`src/rtl/serial_adder_pkg.sv`:
```
// ---------------------------------------------------------------------------
// serial_adder_pkg
//
// Shared types and helpers for the bit-serial adder/subtractor.
//   state_t    : control FSM state encoding (IDLE, RUN, DONE), 2 bits.
//   cnt_width  : width of the bit counter that indexes operand bits.
// ---------------------------------------------------------------------------
package serial_adder_pkg;

    typedef enum logic [1:0] {
        IDLE = 2'd0,
        RUN  = 2'd1,
        DONE = 2'd2
    } state_t;

    // The bit counter only has to reach WIDTH-1. The result is clamped to 1 so
    // that a counter is never zero bits wide.
    function automatic int cnt_width(input int w);
        return (w > 1) ? $clog2(w) : 1;
    endfunction

endpackage

```
`src/rtl/serial_adder_fa_bit.sv`:
```
// ---------------------------------------------------------------------------
// fa_bit
//
// Combinational one-bit full adder, built from two half-adder stages plus an
// OR. This is the single arithmetic cell that the serial adder reuses once per
// clock.
//   a, b : operand bits
//   ci   : carry in
//   s    : sum bit
//   co   : carry out
// ---------------------------------------------------------------------------
module fa_bit (
    input  logic a,
    input  logic b,
    input  logic ci,
    output logic s,
    output logic co
);

    logic ha1_s;
    logic ha1_c;
    logic ha2_c;

    // First half adder combines the operand bits. The second half adder folds
    // in the carry. The two stages can never both produce a carry, so a plain
    // OR merges them.
    assign ha1_s = a ^ b;
    assign ha1_c = a & b;
    assign s     = ha1_s ^ ci;
    assign ha2_c = ha1_s & ci;
    assign co    = ha1_c | ha2_c;

endmodule

```
`src/rtl/serial_adder.sv`:
```
// ---------------------------------------------------------------------------
// serial_adder
//
// Bit-serial adder/subtractor. Operands are accepted through a valid/ready
// handshake and processed LSB first, one bit per clock, through a single
// full-adder cell. The result is presented through a second valid/ready
// handshake.
//   clk       : system clock, rising edge
//   rst       : synchronous active-high reset
//   in_valid  : a, b, cin, sub are valid
//   in_ready  : block can accept operands (IDLE only)
//   a, b      : WIDTH-bit operands
//   cin       : carry-in (add mode only)
//   sub       : 0 = a+b+cin, 1 = a-b
//   out_valid : sum, cout, ovf are valid
//   out_ready : downstream accepts the result
//   sum       : WIDTH-bit result (modulo 2^WIDTH)
//   cout      : carry out of the MSB (sub mode: 1 = no borrow)
//   ovf       : signed overflow
// ---------------------------------------------------------------------------
module serial_adder
    import serial_adder_pkg::*;
#(
    parameter int WIDTH = 8
) (
    input  logic             clk,
    input  logic             rst,
    input  logic             in_valid,
    output logic             in_ready,
    input  logic [WIDTH-1:0] a,
    input  logic [WIDTH-1:0] b,
    input  logic             cin,
    input  logic             sub,
    output logic             out_valid,
    input  logic             out_ready,
    output logic [WIDTH-1:0] sum,
    output logic             cout,
    output logic             ovf
);

    localparam int CW = cnt_width(WIDTH);
    localparam logic [CW-1:0] CNT_LAST   = CW'(WIDTH - 1);
    localparam logic [CW-1:0] CNT_PENULT = CW'(WIDTH - 2);

    state_t           state;
    state_t           state_next;
    logic [CW-1:0]    cnt;
    logic [WIDTH-1:0] opa;
    logic [WIDTH-1:0] opb;
    logic [WIDTH-1:0] sum_r;
    logic             carry;
    logic             carry_msb;
    logic             cout_r;
    logic             ovf_r;
    logic             bit_s;
    logic             bit_co;

    // The single arithmetic cell. The counter selects which operand bit it
    // sees this cycle.
    fa_bit u_fa_bit (
        .a  (opa[cnt]),
        .b  (opb[cnt]),
        .ci (carry),
        .s  (bit_s),
        .co (bit_co)
    );

    // State register.
    always_ff @(posedge clk) begin
        if (rst) begin
            state <= IDLE;
        end else begin
            state <= state_next;
        end
    end

    // Next-state and handshake outputs. Only IDLE accepts operands, so a
    // result leaves DONE before the next operation can start.
    always_comb begin
        state_next = state;
        in_ready   = 1'b0;
        out_valid  = 1'b0;
        case (state)
            IDLE: begin
                in_ready = 1'b1;
                if (in_valid) begin
                    state_next = RUN;
                end
            end
            RUN: begin
                if (cnt == CNT_LAST) begin
                    state_next = DONE;
                end
            end
            DONE: begin
                out_valid = 1'b1;
                if (out_ready) begin
                    state_next = IDLE;
                end
            end
            default: begin
                state_next = IDLE;
            end
        endcase
    end

    // Datapath. Subtraction is computed as a + ~b + 1: b is inverted when it is
    // latched, and the carry is preset to 1. Each sum bit enters from the MSB
    // side, so after WIDTH shifts bit 0 sits at position 0. The carry out of
    // bit WIDTH-2 is the carry into the MSB. It is kept so that the signed
    // overflow can be formed on the final edge.
    always_ff @(posedge clk) begin
        if (rst) begin
            cnt       <= '0;
            opa       <= '0;
            opb       <= '0;
            sum_r     <= '0;
            carry     <= 1'b0;
            carry_msb <= 1'b0;
            cout_r    <= 1'b0;
            ovf_r     <= 1'b0;
        end else begin
            case (state)
                IDLE: begin
                    if (in_valid) begin
                        opa   <= a;
                        opb   <= b ^ {WIDTH{sub}};
                        carry <= sub ? 1'b1 : cin;
                        cnt   <= '0;
                    end
                end
                RUN: begin
                    sum_r <= {bit_s, sum_r[WIDTH-1:1]};
                    carry <= bit_co;
                    if (cnt == CNT_PENULT) begin
                        carry_msb <= bit_co;
                    end
                    if (cnt == CNT_LAST) begin
                        cout_r <= bit_co;
                        ovf_r  <= carry_msb ^ bit_co;
                        cnt    <= '0;
                    end else begin
                        cnt <= cnt + 1'b1;
                    end
                end
                default: begin
                end
            endcase
        end
    end

    assign sum  = sum_r;
    assign cout = cout_r;
    assign ovf  = ovf_r;

endmodule

```
`config.mk`:
```
export PLATFORM = sky130hd
export DESIGN_NAME = serial_adder
export DESIGN_NICKNAME = d
export VERILOG_FILES = /design/src/rtl/serial_adder_pkg.sv /design/src/rtl/serial_adder_fa_bit.sv /design/src/rtl/serial_adder.sv
export SDC_FILE = /design/constraint.sdc
export NUM_CORES = 1
export LEC_CHECK = 0
export ABC_AREA = 0
export CAP_MARGIN = 20
export CORE_ASPECT_RATIO = 1.5
export CORE_MARGIN = 4
export CORE_UTILIZATION = 49
export CTS_CLUSTER_DIAMETER = 150
export CTS_CLUSTER_SIZE = 10
export DETAILED_ROUTE_END_ITERATION = 12
export PLACE_DENSITY = 0.86
export SKIP_CTS_REPAIR_TIMING = 1
export SLEW_MARGIN = 0
export SYNTH_ARGS = -nofsm -noshare
export SYNTH_HDL_FRONTEND = slang
export SYNTH_SLANG_ARGS = --single-unit
```
`constraint.sdc`:
```
create_clock -name clk -period 2.6 [get_ports clk]
set_input_delay 0.78 -clock clk [delete_from_list [all_inputs] [get_ports clk]]
set_output_delay 0.78 -clock clk [all_outputs]
set_load 0.005 [all_outputs]
```
---- Yosys cells after proc, flatten, opt, wreduce, memory -nomap -nowiden ----
Cells that the tools add are included.
cells by class
  add/sub/neg operators ................... 1
  $lt $le $gt $ge ......................... 1
  equal/unequal tests ..................... 7
  multiplexer cells ....................... 16
  bitwise operators ....................... 7
  reductions and logical operators ........ 7
operators with widths
  kind                                                 number
  AND reduction 2 bit                                  4
  bitwise XOR 8 bit                                    1
  binary-select mux 1 bit (select 3 bit)               2
  equality test 3 bit, second input constant           2
  2-to-1 mux 1 bit                                     6
  2-to-1 mux 2 bit                                     3
  2-to-1 mux 3 bit                                     2
  != test 2 bit, second input constant                 3
  case mux 2 bit (3 select lines)                      1
  case mux 3 bit (2 select lines)                      1
  < comparator 3 x 4 -> 1 bit, second input constant   1
  adder 3 x 1 -> 3 bit, second input constant          1
  AND reduction 3 bit                                  1
  bitwise XOR 1 bit                                    3
  AND 1 bit                                            2
  equality test 2 x 1 -> 1 bit, second input constant  1
  equality test 2 bit, second input constant           1
  logical NOT 2 bit                                    1
  case mux 1 bit (2 select lines)                      1
  nonzero test 2 bit                                   1
  bitwise OR 1 bit                                     1
word-level totals
  register bits after elaboration ......... 33
  logic and storage cells ................. 48

---- Logic depth before layout (Yosys ltp) ----
Gate-level depths: netlist of run 1.
  word-level depth ........................ 6
  gate-level depth with buffers ........... 7

---- Hierarchy ----
From an unflattened synthesis of run 1, not the netlist that was laid out.
unflattened totals
  cell total of the unflattened synthesis .. 166
  area total of the unflattened synthesis .. 1500.2 um^2
modules (own cells, without submodules)
  module        times used  cells each  area an instance (um^2)
  serial_adder  1           165         1480.2
  fa_bit        1           1           20.0

---- Worst setup path after synthesis of run 1 ----
Ideal clock, no wire load.
  path kind ............................... reg2reg
  start point ............................. reg cnt[0]
  end point ............................... reg carry
  setup time .............................. 117 ps
  arrival ................................. 2033 ps
  required time ........................... 2483 ps
  path slack .............................. 449 ps
  stages on the path, launching flop included .. 8
  period minus slack after synthesis ...... 2151 ps
  cells stage by stage .................... dfxtp_1 -> buf_6 -> mux4_1 -> mux2_2 -> fa_1 -> nand2_1 -> o21ai_0 -> a32o_1
between the ends
  cells in the longest elaborated chain, start to end .. 6
ends and longest elaborated chain
  element                                                    line                                    text
  start: declaration                                         serial_adder.sv:47                      logic [CW-1:0] cnt;
  start signal: assignment                                   serial_adder.sv:143                     cnt <= cnt + 1'b1;
  binary-select mux 1 bit (select 3 bit) (on tied branches)  serial_adder.sv:61, serial_adder.sv:62
  2-to-1 mux 1 bit (on tied branches)                        serial_adder.sv:61, serial_adder.sv:62
  bitwise XOR 1 bit                                          serial_adder_fa_bit.sv:27               assign ha1_s = a ^ b;
  AND 1 bit                                                  serial_adder_fa_bit.sv:30               assign ha2_c = ha1_s & ci;
  bitwise OR 1 bit (*)                                       serial_adder_fa_bit.sv:31               assign co = ha1_c | ha2_c;
  net bit_co                                                 serial_adder.sv:56                      logic bit_co;
  case mux 1 bit (2 select lines) (*)                        serial_adder.sv:123                     case (state)
  end signal: assignment                                     serial_adder.sv:128                     carry <= sub ? 1'b1 : cin;
  end signal: assignment                                     serial_adder.sv:134                     carry <= bit_co;
  end: declaration                                           serial_adder.sv:51                      logic carry;
Mark *: on every way through the listed nets, which the timed path passes. The rest lies on a longest branch. The select of a mux whose other input is x is not followed.
A chain may end at the register's enable or synchronous reset.

---- Worst setup path in the final report of run 1 ----
  start point ............................. reg cnt[0]
  end point ............................... reg ovf_r, in the netlist ovf
between the ends
  cells in the longest elaborated chain, start to end .. 6
ends and longest elaborated chain
  element                                                    line                                    text
  binary-select mux 1 bit (select 3 bit) (on tied branches)  serial_adder.sv:61, serial_adder.sv:62
  2-to-1 mux 1 bit (on tied branches)                        serial_adder.sv:61, serial_adder.sv:62
  bitwise XOR 1 bit                                          serial_adder_fa_bit.sv:27
  AND 1 bit                                                  serial_adder_fa_bit.sv:30
  bitwise OR 1 bit (*)                                       serial_adder_fa_bit.sv:31
  net bit_co                                                 serial_adder.sv:56
  bitwise XOR 1 bit (*)                                      serial_adder.sv:140                     ovf_r <= carry_msb ^ bit_co;
  end signal: assignment                                     serial_adder.sv:140
  end: declaration                                           serial_adder.sv:54                      logic ovf_r;
Marked as above.

==> results of run 1 <==
==> path summary, 6_finish.rpt <==
| kind | to |
|---|---|
| hold / removal | ovf |
| setup / recovery | ovf |
| setup reg to reg | ovf |
| hold reg to reg | ovf |
==> layout make-up <==
class	count	area, sq um	share of cell area [%]
clock buffer	5	68.8	3.57
sequential	33	661	34.3
tap	39	48.8	2.53
inverter	2	7.51	0.390
timing repair buffer	36	353	18.3
clock inverter	3	17.5	0.909
multi-input combinational	118	771	40.0
==> cell usage after synthesis, drive strengths merged <==
master | count | area (sq um)
nand3 | 3 | 15.0
o21ai | 3 | 15.0
nand2b | 2 | 20.0
mux4 | 4 | 105
nor2b | 2 | 12.5
nand2 | 37 | 139
buf | 8 | 51.3
a32o | 1 | 10.0
nand3b | 1 | 7.51
mux2i | 1 | 10.0
o21bai | 1 | 7.51
nor2 | 12 | 45.0
dfxtp | 33 | 661
a21oi | 22 | 110
xor2 | 1 | 8.76
or3 | 2 | 13.8
nand4 | 1 | 6.26
inv | 2 | 7.51
a211oi | 8 | 60.1
xnor2 | 8 | 70.1
clkbuf | 4 | 15.0
fa | 1 | 20.0
or3b | 1 | 8.76
o21a | 1 | 7.51
ha | 3 | 37.5
mux2 | 2 | 22.5
nor3b | 1 | 18.8
==> stage by stage <==
stage                     power [uW]  worst slack [ns]
final                           1080             0.209
after global routing            1120            0.0908
after CTS                       1090             0.205
after detailed placement         714             0.233
after global placement           706             0.329
after floorplan                  659             0.449
==> power breakdown <==
part	internal, uW	switching [uW]	leakage, uW
combinational	83.8	66.6	0.000397
sequential	531	20.0	0.000270
clock	184	191	0.0000439
total	799	278	0.000711
==> cell families after synthesis <==
kind of cell               after synthesis  share of synthesized area (%)
and+or+nand+nor                         62                           19.0
adders and majority gates                4                           3.82
AOI/OAI and AO/OA                       36                           14.0
DFF                                     33                           43.9
muxes                                    7                           9.14
xor gates and xnor gates                 9                           5.24
buffers and inverters                   14                           4.90
==> worst register-to-register path, stage by stage (launching register included) <==
cell and delay (ns):
dfxtp_1 0.50, mux4_1 0.60, mux2_2 0.30, fa_1 0.48, xor2_1 0.19, nand3_1 0.09, a21oi_1 0.16
==> registers in the layout (all words and copies together), names as in the netlist <==
| signal | flops |
|---|---|
| opb | 8 |
| carry_msb | 1 |
| sum | 8 |
| opa | 8 |
| cout | 1 |
| ovf | 1 |
| carry | 1 |
| cnt | 3 |
| state | 2 |
==> cell usage in the layout (no fill, tap or decap), types with 2 or more instances in the layout <==
master,count
clkdlybuf4s50_1,33
mux2_2,2
o21ai_0,3
nand3_1,3
nand2_1,37
clkinv_2,2
xnor2_1,8
dfxtp_1,33
clkbuf_8,5
inv_1,2
mux4_1,4
nor2_1,12
nor2b_1,2
ha_1,3
a211oi_1,8
a21oi_1,22
buf_4,3
==> routing by layer <==
| metal | track usage [%] | vias to the layer above | wire length, um |
|---|---|---|---|
| met5 | 0 | - | 0 |
| met4 | 10.2 | 0 | 69 |
| met3 | 5.48 | 6 | 166 |
| met2 | 30.7 | 30 | 1630 |
| met1 | 17.1 | 572 | 1090 |
| li1 | - | 626 | - |
==> impl_metrics.py, run 1 <==
metrics = {
    "place": {
        "place_congestion": 0.779,
        "port_buffers": 33,
        "dp_hpwl_um": 2200,
        "dpl_cell_area_sq_mm": 0.00184,
        "dpl.cell_count": 228,
    },
    "layout": {
        "antennaDiodeCount": 0,
        "final_util_pct": 65.5,
        "syn_to_final_growth_pct": 28.0,
        "layoutNonFillerInstCount": 236,
        "fin_nets": 222,
        "drive_above_1_share_pct": 8.12,
        "fin_area_sq_mm": 0.00193,
        "num-fill-cells": 271,
    },
    "flow_run": {
        "drv_cap": 0,
    },
    "clocking": {
        "cts_sinks": 33,
        "path_clk_slew_ns": 0.07,
        "cts_buffers": 5,
        "clockBufferDepth": 2,
        "root_buffer": "clkbuf_8",
        "cts_tree": "built",
        "cts_htree_levels": 2,
        "clk_latency_ns": 0.29,
    },
    "timing": {
        "worst_pin_slew_ns": 0.696,
        "hold_ws_ns": 0.452,
        "finalHoldViolations": 0,
        "drv_slew": 0,
        "setup-tns-final_ns": 0,
        "fin_crit_ns": 2.39,
        "setup_viol": 0,
        "slew-limit-headroom_pct": 53.5,
        "fin_crit_sh_pct": 92.0,
        "clock.fmax_mhz": 418,
        "fin_skew_ns": 0.00528,
        "rsz0062_at_grt": "no",
    },
    "logic_synthesis": {
        "synth.cell_area_sq_mm": 0.00151,
        "avgSynthCellArea_sq_um": 9.12,
        "yosysSeqAreaShare_pct": 43.9,
        "yosys_warnings": 0,
        "synth_seq_cells": 33,
        "syn_nets": 191,
        "postSynthCellCount": 165,
        "synthDistinctLibCells": 31,
    },
    "route": {
        "routed_wl_um": 2950,
        "drc": 0,
        "via_per_inst": 5.23,
        "num_vias": 1234,
        "ant_nets": 0,
        "firstDrtPassIters": 4,
        "drt_iter0_drc": 25,
        "drt-wirelength-per-cell_um": 12.5,
    },
    "critical_path": {
        "cp.depth": 6,
        "start_kind": "flip-flop",
        "worstRegToRegCells": 6,
        "reg2reg_slack_ns": 0.21,
        "cpMaxStageDelayCell": "mux4_1",
        "cp.required_ns": 2.82,
        "critical_path_class": "reg2reg",
        "critPathCaptureType": "flip-flop",
        "startpoint": "cnt[0]",
        "cp_data_arrival_time_ns": 2.61,
        "cpPeakStageDelay_ns": 0.60,
        "cp_top_family": "multiplexers",
        "path_cells": "mux4_1, mux2_2, fa_1, xor2_1, nand3_1, a21oi_1",
        "timing.rr.start": "cnt[0]",
        "path_max_fanout": 8,
        "cp_num_buf_inv": 0,
    },
    "worst_hold_path": {
        "whs_path_depth": 2,
        "worstHoldStart": "ovf",
        "hp-class": "reg2reg",
    },
    "die": {
        "fp.coreArea_sq_mm": 0.00294,
        "ios": 34,
        "initial_utilization_pct": 51.1,
        "dieArea_sq_mm": 0.00404,
        "die_y_um": 75.9,
        "die_width_um": 53.3,
        "rows": 24,
    },
    "global_routing": {
        "overflow": 0,
        "grt_antenna_before_repair": 0,
        "grt_pass1_wl_um": 4990,
        "grt_usage_pct": 17.3,
        "grt_pass1_vias": 1184,
        "grt_start_max_net_pins": 32,
    },
    "power": {
        "power_density_mw_per_mm2": 559,
        "p_leak_uw": 0.000711,
        "vdd_drop_max_mv": 0.446,
    },
    "run_status": {
        "status": "finished clean",
    },
}
Power figures use the tool's default switching activity.
==> run 2: changes to the inputs <==
--- a/config.mk
+++ b/config.mk
@@ -10,7 +10,6 @@
 export CORE_ASPECT_RATIO = 1.5
 export CORE_MARGIN = 4
 export CORE_UTILIZATION = 49
-export CTS_CLUSTER_DIAMETER = 150
 export CTS_CLUSTER_SIZE = 10
 export DETAILED_ROUTE_END_ITERATION = 12
 export PLACE_DENSITY = 0.86
==> results of run 2 <==
No change in the layout: final DEF, timing and power equal those of run 1.
